`src/rtl/calc_result_bcd.sv`:
```
// Result-to-BCD stage: accepts a binary result, converts it with a shift-add-3 engine
// and queues {tens,ones} pairs in a small FIFO for the readout stage.
//
// state | meaning
// IDLE  | waiting for a result, in_ready high
// CONV  | one shift-add-3 step per cycle, DATA_W steps in total
// DONE  | conversion finished, waiting for FIFO room (or a same-cycle pop)
module calc_result_bcd #(
  parameter int DATA_W     = 4,
  parameter int FIFO_DEPTH = 2
) (
  input  logic              clk,
  input  logic              rst_n,
  input  logic              in_valid,
  output logic              in_ready,
  input  logic [DATA_W-1:0] in_data,
  output logic              out_valid,
  input  logic              out_ready,
  output logic [3:0]        out_tens,
  output logic [3:0]        out_ones,
  output logic              busy
);

  localparam int CNT_W = (DATA_W > 1) ? $clog2(DATA_W) : 1;
  localparam int PTR_W = $clog2(FIFO_DEPTH);
  localparam int CW    = $clog2(FIFO_DEPTH + 1);

  typedef enum logic [1:0] {
    IDLE = 2'd0,
    CONV = 2'd1,
    DONE = 2'd2
  } state_t;

  state_t            state;
  logic [DATA_W-1:0] bin;
  logic [7:0]        bcd;
  logic [7:0]        bcd_adj;
  logic [CNT_W-1:0]  cnt;

  logic [7:0]        mem [FIFO_DEPTH];
  logic [PTR_W-1:0]  wr_ptr;
  logic [PTR_W-1:0]  rd_ptr;
  logic [CW-1:0]     count;
  logic              push;
  logic              pop;

  always_comb begin
    bcd_adj = bcd;
    if (bcd[3:0] >= 4'd5) bcd_adj[3:0] = bcd[3:0] + 4'd3;
    if (bcd[7:4] >= 4'd5) bcd_adj[7:4] = bcd[7:4] + 4'd3;
  end

  assign out_valid = (count != '0);
  assign pop       = out_valid && out_ready;
  // A full FIFO still takes the new result when the head leaves on the same edge.
  assign push      = (state == DONE) && ((count < CW'(FIFO_DEPTH)) || pop);
  assign in_ready  = (state == IDLE);
  assign busy      = (state != IDLE) || (count != '0);
  assign out_tens  = mem[rd_ptr][7:4];
  assign out_ones  = mem[rd_ptr][3:0];

  always_ff @(posedge clk or negedge rst_n) begin
    if (!rst_n) begin
      state <= IDLE;
      bin   <= '0;
      bcd   <= '0;
      cnt   <= '0;
    end else begin
      case (state)
        IDLE: begin
          if (in_valid) begin
            bin   <= in_data;
            bcd   <= '0;
            cnt   <= '0;
            state <= CONV;
          end
        end
        CONV: begin
          bcd <= {bcd_adj[6:0], bin[DATA_W-1]};
          bin <= bin << 1;
          cnt <= cnt + 1'b1;
          if (cnt == CNT_W'(DATA_W - 1)) state <= DONE;
        end
        DONE: begin
          if (push) state <= IDLE;
        end
        default: state <= IDLE;
      endcase
    end
  end

  always_ff @(posedge clk or negedge rst_n) begin
    if (!rst_n) begin
      for (int i = 0; i < FIFO_DEPTH; i++) mem[i] <= '0;
      wr_ptr <= '0;
      rd_ptr <= '0;
      count  <= '0;
    end else begin
      if (push) begin
        mem[wr_ptr] <= bcd;
        wr_ptr      <= (wr_ptr == PTR_W'(FIFO_DEPTH - 1)) ? '0 : wr_ptr + 1'b1;
      end
      if (pop) begin
        rd_ptr <= (rd_ptr == PTR_W'(FIFO_DEPTH - 1)) ? '0 : rd_ptr + 1'b1;
      end
      case ({push, pop})
        2'b10:   count <= count + 1'b1;
        2'b01:   count <= count - 1'b1;
        default: count <= count;
      endcase
    end
  end

endmodule
```
`config.mk`:
```
export PLATFORM = sky130hd
export DESIGN_NAME = calc_result_bcd
export DESIGN_NICKNAME = d
export VERILOG_FILES = /design/src/rtl/calc_result_bcd.sv
export SDC_FILE = /design/constraint.sdc
export NUM_CORES = 1
export LEC_CHECK = 0
export CAP_MARGIN = 30
export CELL_PAD_IN_SITES_DETAIL_PLACEMENT = 0
export CELL_PAD_IN_SITES_GLOBAL_PLACEMENT = 1
export CORE_ASPECT_RATIO = 0.7
export CORE_UTILIZATION = 40
export CTS_CLUSTER_SIZE = 25
export DETAILED_ROUTE_END_ITERATION = 16
export HOLD_SLACK_MARGIN = 0.12
export PLACE_DENSITY = 0.77
export SLEW_MARGIN = 20
export SYNTH_ARGS = -nofsm -noshare
export SYNTH_HDL_FRONTEND = slang
export SYNTH_SLANG_ARGS = --single-unit
```
`constraint.sdc`:
```
create_clock -name clk -period 1.5 [get_ports clk]
set_input_delay 0.3 -clock clk [delete_from_list [all_inputs] [get_ports clk]]
set_output_delay 0.3 -clock clk [all_outputs]
set_load 0.05 [all_outputs]
```
Yosys cells after proc, flatten, opt, wreduce, memory -nomap -nowiden
Cells that the tools add are included.
{ "word_totals": {"ff_bits": 36, "in_bits": 8, "output_inout_bits": 11} }
{ "classes": {"n_reduce_logical": 12, "bitwise": 2, "mux": 21, "eq_ne": 8, "n_addsub": 7, "magnitude_cmp": 6} }
{ "op_table": {"columns": ["operator", "count"], "rows": [
  ["$mux 8", 5],
  ["$bwmux 16", 1],
  ["$pmux 8 s2", 1],
  ["$demux 8 s1", 1],
  ["$ge 4x3->1 const B", 2],
  ["$mux 2", 4],
  ["$mux 4", 2],
  ["$pmux 2 s2", 2],
  ["$pmux 4 s2", 1],
  ["$reduce_bool 2->1", 4],
  ["$eq 2x2->1 const B", 3],
  ["$ne 2x2->1 const B", 3],
  ["$pmux 2 s3", 1],
  ["$add 2x1->2 const B", 2],
  ["$add 4x2->4 const B", 1],
  ["$eq 2x1->1 const B", 2],
  ["$ge 2x2->1 const B", 2],
  ["$not 1->2", 2],
  ["$add 3x2->3 const B", 1],
  ["$logic_and 1x1->1", 3],
  ["$mux 3", 1],
  ["$reduce_and 3->1", 1],
  ["$add 1x1->1 const B", 2],
  ["$logic_not 2->1", 1],
  ["other kinds (6)", 8]
]} }

Longest topological paths before layout
Gate-level depths: netlist of run 1.
{ "logic_depth": {"depth_word": 6, "ltp_mapped": 6, "depth_no_buf": 6} }

Worst setup path after synthesis of run 1
OpenSTA, ideal clock, no wires.
{ "synth_path": {"kind": "register to output", "from": "reg state[0]", "to": "out busy", "required_ps": 1200, "stages_incl_launch_ff": 4, "setup_slack_ps": -611, "t_arrival_ps": 1811, "path_buffers": 1, "path_cell_list": "dfrtp_1 clkbuf_1 nor2_1 nand2b_1"} }
{ "synth_between": {"elab_chain_len": 2} }
{ "synth_rtl": {"columns": ["element", "line_no", "text"], "rows": [
  ["start, declared", "34", "state_t state;"],
  ["start signal, assigned", "64", "state <= IDLE;"],
  ["start signal, assigned", "75", "state <= CONV;"],
  ["start signal, assigned", "82", "if (cnt == CNT_W'(DATA_W - 1)) state <= DONE;"],
  ["$reduce_bool 2->1", "58", "assign busy = (state != IDLE) || (count != '0);"],
  ["$logic_or 1x1->1", "58", null],
  ["end, declared", "21", "output logic busy"]
]} }
No other way between the ends.

Worst setup path in the final report of run 1
{ "layout_path": {"from": "reg rd_ptr", "to": "out out_tens[1]"} }
{ "layout_between": {"elab_chain_len": 4} }
{ "layout_rtl": {"columns": ["element", "line_no", "text"], "rows": [
  ["start, declared", "42", "logic [PTR_W-1:0] rd_ptr;"],
  ["start signal, assigned", "104", "rd_ptr <= (rd_ptr == PTR_W'(FIFO_DEPTH - 1)) ? '0 : rd_ptr + 1'b1;"],
  ["$not 1->2 (not written as such)", "59", "assign out_tens = mem[rd_ptr][7:4];"],
  ["$mux 8 (3 in series)", null, null],
  ["end, declared", "19", "output logic [3:0] out_tens,"]
]} }
No other way between the ends. The select of a mux whose other input is x is not followed.

==> run_results.csv, run 1 <==
group,metric,value,unit
outcome,outcome,"finished, violations left",
outcome,violations,"negative setup slack",
sta,final_hold_viol_count,0,
critical_path,crit_family,"flip-flops",
cells_and_area,fill_cells,338,
synthesis,yosysTopAreaCell,"dfrtp_1",
clock_network,cts_sinks,36,
critical_path,reg2regPathDepth,6,
global_routing,grt.overflow.total,0,
drt,ant_nets,0,
synthesis,ys_ff_latch,36,
synthesis,synth_top_area_share,52.2,%
cells_and_area,multi_input_area,837,um2
die,num_rows,19,
sta,setup_viol,9,
critical_path,endpoint_kind,"output pin",
die,ios,19,
sta,slew-limit-headroom,76.0,%
cells_and_area,area_growth,35.2,%
power_and_ir_drop,power_leakage,0.00111,uW
die,die-area,4590,um2
die,start_util,43.0,%
sta,worst_clock_skew,5.81,ps
sta,min_period,1600,ps
synthesis,avgSynthCellArea,11.4,um2
drt,drc_errors,0,
critical_path,crit_top_cell,"buf_6",
critical_path,cp_cell_sequence,"buf_6, mux2_2, buf_6",
sta,layout_worst_path_cycle_share,106,%
cells_and_area,layout-drive-gt1-share,35.5,%
power_and_ir_drop,powerDensity,2320,nW/um2
worst_hold_path,hold_class,"in -> async",
clock_network,htreeDepth,2,
drt,routedWlPerCell,14.3,um
sta,worst_hold_slack,388,ps
cells_and_area,final_nets,210,
critical_path,cp_num_cells,3,
critical_path,max_stage_delay,380,ps
synthesis,syn_inst,151,
drt,via_count,1239,
drt,viasPerCell,4.98,
drt,drt-initial-drc-count,47,
global_routing,grt_use_total,18.5,%
clock_network,clockBufferDepth,2,
drt,drt-total-wl,3.55,mm
sta,max_freq,0.626,GHz
sta,worstMarginPinSlew,361,ps
die,dieHeight,57.0,um
clock_network,cts_buffers,5,
synthesis,ys_warn_count,0,
die,die-width,80.5,um
synthesis,ys_types,29,
sta,maxSlewViolCount,0,
synthesis,synth-seq-area-share,52.2,%
place,dp_slack,-309,ps
place,dpl.hpwl,2.32,mm
critical_path,crit_required,1200,ps
synthesis,synth_nets,165,
global_routing,grt_pass1_vias,1328,
place,numPortBuffers,18,
clock_network,cts-root-buf,"clkbuf_8",
clock_network,path_clk_slew,70,ps
die,core-area,4020,um2
global_routing,grt_start_max_net_pins,37,
critical_path,cpMaxStageDelayCell,"dfrtp_2",
critical_path,criticalPathCategory,"reg -> out",
critical_path,worst-path-buf-inv,2,
run,drv_cap,0,
sta,worst_slack,-97.2,ps
clock_network,cts_tree,"done",
global_routing,grt_pass1_wl,6.29,mm
drt,dr.pass1.iters,4,
cells_and_area,antennaDiodeCount,0,
critical_path,critPathLaunchType,"flop",
critical_path,arrival,1300,ps
synthesis,synth.area.top_cells,"dfrtp_1 52%, mux2_2 6.5%, mux2_1 5.2%",
sta,grt_setup_unrepaired,"yes",
clock_network,clk_latency,290,ps
critical_path,worst-path-max-fanout,5,
synthesis,syn_area,1730,um2
place,place_congestion,0.736,
global_routing,antenna_found_initial,0,
cells_and_area,seqCellArea,902,um2
power_and_ir_drop,vdd_drop_max,1120,uV
[sequential cells by signal, indices dropped and copies added, names as in the netlist]
| name | count |
|---|---|
| mem | 16 |
| bcd | 8 |
| bin | 4 |
| cnt | 2 |
| count | 2 |
| state | 2 |
| rd_ptr | 1 |
| wr_ptr | 1 |
[layout make-up]
| class | instances | share of cell area [%] |
|---|---|---|
| flip-flops and latches | 36 | 38.6 |
| multi-input cells | 105 | 35.9 |
| repair buffers | 43 | 17.9 |
| clock buffers | 7 | 3.70 |
| well taps | 52 | 2.79 |
| inverters | 5 | 0.804 |
| clock inverters | 1 | 0.322 |
[synthesized netlist by cell type]
cell,instances
mux2_1,8
inv_1,5
nor3b_1,4
nor2_8,1
nand2b_4,1
xor2_1,2
dfrtp_1,36
o311ai_1,2
nand3_1,4
a21oi_1,8
nor2_1,3
o21ai_0,15
nand2b_1,6
mux2_4,2
xnor2_1,5
nor2b_1,1
o21bai_1,1
o22ai_1,1
nand4b_2,1
and2_1,1
or2_2,1
buf_6,1
buf_2,3
clkbuf_1,1
a22o_1,2
nand2_1,18
mux2_2,10
ha_1,6
nor3_1,2
[per-layer routing]
layer / wire length, um / part of all wire (%) / global-route usage (%)
met2: 1530 / 43 / 27.5
met3: 150 / 4.2 / 5.28
met5: 0 / 0 / 0
met1: 1790 / 50 / 25.2
met4: 87 / 2.5 / 8.42
[metrics by stage]
| stage | cell area, um2 | utilization [%] | instances | power [uW] | setup TNS, ps |
|---|---|---|---|---|---|
| after floorplan | 1740 | - | 151 | 3420 | 0 |
| after global placement | 2070 | 51.4 | 231 | 4140 | -3230 |
| after detailed placement | 2070 | 51.4 | 231 | 4220 | -3750 |
| after CTS | 2270 | 56.5 | 245 | 5270 | -776 |
| after global routing | 2330 | 58.1 | 249 | 5790 | -1040 |
| final | 2330 | 58.1 | 249 | 5410 | -743 |
[cells by family (layout without fill, tap and decap cells)]
group,after synthesis,count (layout),synth area share [%]
AO/OA/AOI/OAI,29,29,9.49
flip-flops,36,36,52.2
buffers and inverters,10,56,2.83
AND/OR/NAND/NOR,43,43,14.1
multiplexers,20,20,13.5
XOR/XNOR,7,7,3.55
adder cells (fa/ha/maj),6,6,4.35
[power by group]
group / leakage, uW / internal [uW] / switching [uW] / total [uW]
logic: 0.000606 / 1420 / 1590 / 3010
registers: 0.000458 / 1370 / 306 / 1680
clock network: 0.0000445 / 373 / 349 / 722
[worst paths after layout]
| check | startpoint | to | slack [ps] |
|---|---|---|---|
| min in group clk | bin[3] | bin[3] | 480 |
| setup / recovery | rd_ptr | out_tens[1] | -100 |
| hold / removal | rst_n | mem[6] | 390 |
| max in group asynchronous | rst_n | rd_ptr | 920 |
| hold reg to reg | bin[3] | bin[3] | 480 |
| setup reg to reg | count[0] | count[1] | 80 |
[placed cells by master (no fill, tap or decap), drive strengths merged, types with 2 or more instances in the layout]
cell           count
a21oi              8
a22o               2
buf               36
clkbuf             7
clkdlybuf4s50      7
dfrtp             36
ha                 6
inv                5
mux2              20
nand2             18
nand2b             7
nand3              4
nor2               4
nor3               2
nor3b              4
o21ai             15
o311ai             2
xnor2              5
xor2               2
[repair_timing]
action | 4_1_cts | 5_1_grt
hold buffers | 0 | 0
resized for setup | 17 | 9
endpoints found under the setup margin | 10 | 15
pin swaps | 1 | 4
setup buffers | 6 | 4
Note: power is estimated with default switching activity, not from simulation.
==> run 2, diff against run 1 <==
--- a/config.mk
+++ b/config.mk
@@ -14,6 +14,7 @@
 export DETAILED_ROUTE_END_ITERATION = 16
 export HOLD_SLACK_MARGIN = 0.12
 export PLACE_DENSITY = 0.77
+export SKIP_LAST_GASP = 1
 export SLEW_MARGIN = 20
 export SYNTH_ARGS = -nofsm -noshare
 export SYNTH_HDL_FRONTEND = slang
==> run 2 against run 1 <==
The run still ends with negative setup slack left. Global-route usage is the same. Highest routed layer unchanged. Clock-buffer cell count is the same. Critical path type unchanged. Sequential power is essentially flat. Maximum frequency grew 0.20%. Total power shrank 1.4%.
==> run_results.csv, run 2 (synthesis results as in run 1) <==
group,metric,value,unit
outcome,outcome,"finished, violations left",
outcome,violations,"negative setup slack",
place,numPortBuffers,18,
cells_and_area,final_cell_mix,"35 x dfrtp_1, 22 x buf_4, 18 x nand2_1, 15 x o21ai_0",
clock_network,path_clk_slew,70,ps
clock_network,hold_buffers,0,
critical_path,crit_required,1200,ps
sta,setup_viol,9,
clock_network,cts_buffers,5,
place,dpl.hpwl,2.32,mm
cells_and_area,layout-drive-gt1-share,34.0,%
die,die-area,4590,um2
sta,grt_setup_unrepaired,"yes",
sta,tns,-730,ps
place,place_congestion,0.736,
global_routing,grt_start_max_net_pins,37,
critical_path,worstReg2RegStart,"count[0]",
cells_and_area,reg.largest.list,"mem (16), bcd (8), bin (4)",
critical_path,reg2regPathDepth,6,
cells_and_area,mostFrequentLayoutCell,"dfrtp_1",
power_and_ir_drop,combPwrFrac,55.0,%
die,core-area,4020,um2
drt,routedWlPerCell,14.0,um
cells_and_area,final_nets,210,
drt,drt-initial-drc-count,57,
power_and_ir_drop,seqPwrFrac,31.4,%
place,dp_slack,-309,ps
sta,worst_clock_skew,5.96,ps
cells_and_area,area_growth,33.6,%
clock_network,cts-root-buf,"clkbuf_8",
sta,worst_slack,-94.1,ps
cells_and_area,largest_register_ff_count,16,
die,ios,19,
power_and_ir_drop,fin_total_pwr,5330,uW
power_and_ir_drop,clkPwrFrac,13.6,%
die,dieHeight,57.0,um
global_routing,grt_pass1_wl,6.29,mm
critical_path,endpoint_kind,"output pin",
die,die-width,80.5,um
cells_and_area,antennaDiodeCount,0,
power_and_ir_drop,powerDensity,2310,nW/um2
power_and_ir_drop,switching_share,41.4,%
critical_path,worst-path-max-fanout,5,
drt,viasPerCell,4.92,
clock_network,clk_latency,290,ps
power_and_ir_drop,power_leakage,0.00110,uW
sta,final_hold_viol_count,0,
sta,maxSlewViolCount,0,
die,start_util,43.0,%
global_routing,grt_pass1_vias,1328,
die,num_rows,19,
critical_path,criticalPathCategory,"reg -> out",
cells_and_area,top_register,"mem",
critical_path,r2r_end,"count[1]",
global_routing,antenna_found_initial,0,
sta,min_period,1590,ps
drt,drt-total-wl,3.49,mm
sta,slew-limit-headroom,75.8,%
drt,dr.pass1.iters,4,
sta,max_freq,0.627,GHz
clock_network,htreeDepth,2,
sta,worstMarginPinSlew,364,ps
cells_and_area,fill_cells,340,
clock_network,clockBufferDepth,2,
power_and_ir_drop,internal-power,3120,uW
sta,layout_worst_path_cycle_share,106,%
power_and_ir_drop,p_sw,2210,uW
global_routing,grt_use_total,18.5,%
clock_network,cts_tree,"done",
drt,ant_nets,0,
critical_path,r2r_setup_slack,30,ps
drt,drc_errors,0,
power_and_ir_drop,vdd_drop_max,1120,uV
drt,via_count,1225,
worst_hold_path,hold_class,"in -> async",
run,drv_cap,0,
global_routing,grt.overflow.total,0,
critical_path,arrival,1290,ps
clock_network,cts_sinks,36,
critical_path,critPathLaunchType,"flop",
## run 2: timing repair
| item | 4_1_cts | 5_1_grt |
|---|---|---|
| gates resized for setup | 16 | 5 |
| buffers inserted | 6 | 4 |
| endpoints found under the hold margin | 0 | 0 |
| pin swaps | 1 | 3 |
| endpoints found under the setup margin | 10 | 27 |
## run 2: cell type report
type	instances	area, um2	share of cell area, %
inverters	5	18.8	0.813
repair buffers	43	418	18.1
clock buffers	7	86.3	3.74
multi-input cells	105	810	35.1
well taps	52	65.1	2.82
flip-flops and latches	36	902	39.1
clock inverters	1	7.51	0.325
## run 2: how the worst max path moves through the flow
stage / startpoint / end / slack, ps / cells after the start
2_1_floorplan: count[1] / count[1] / 0.5 / 6
3_3_place_gp: out_ready / count[1] / -250 / 7
3_5_place_dp: out_ready / count[1] / -310 / 7
4_1_cts: rd_ptr / out_tens[1] / -100 / 3
5_1_grt: rd_ptr / out_ones[2] / -130 / 3
6_report: rd_ptr / out_tens[1] / -90 / 3
## run 2: per-stage QoR
step,area [um2],hold slack [ps],utilization (%),std cells
after floorplan,1740,4.41,-,151
after global placement,2070,458,51.4,231
after detailed placement,2070,466,51.4,231
after CTS,2260,389,56.3,245
after global routing,2310,402,57.4,249
final,2310,387,57.4,249
## run 2: per-layer routing
| layer | GRT usage, % | wire length [um] |
|---|---|---|
| met3 | 5.28 | 138 |
| met2 | 27.5 | 1550 |
| met5 | 0 | 0 |
| met1 | 25.2 | 1740 |
| met4 | 8.42 | 63 |
## run 2: critical path: stages (launching register included)
cell and delay (ps):
dfrtp_2 380, buf_6 130, mux2_2 340, buf_6 150
## run 2: power groups by stage
stage / clock network (uW) / registers, uW / logic (uW)
finish: 723 / 1680 / 2930
floorplan: 0 / 1610 / 1810
detailed placement: 0 / 1740 / 2490
CTS: 740 / 1670 / 2860
global placement: 0 / 1710 / 2430
global route: 783 / 1740 / 3200
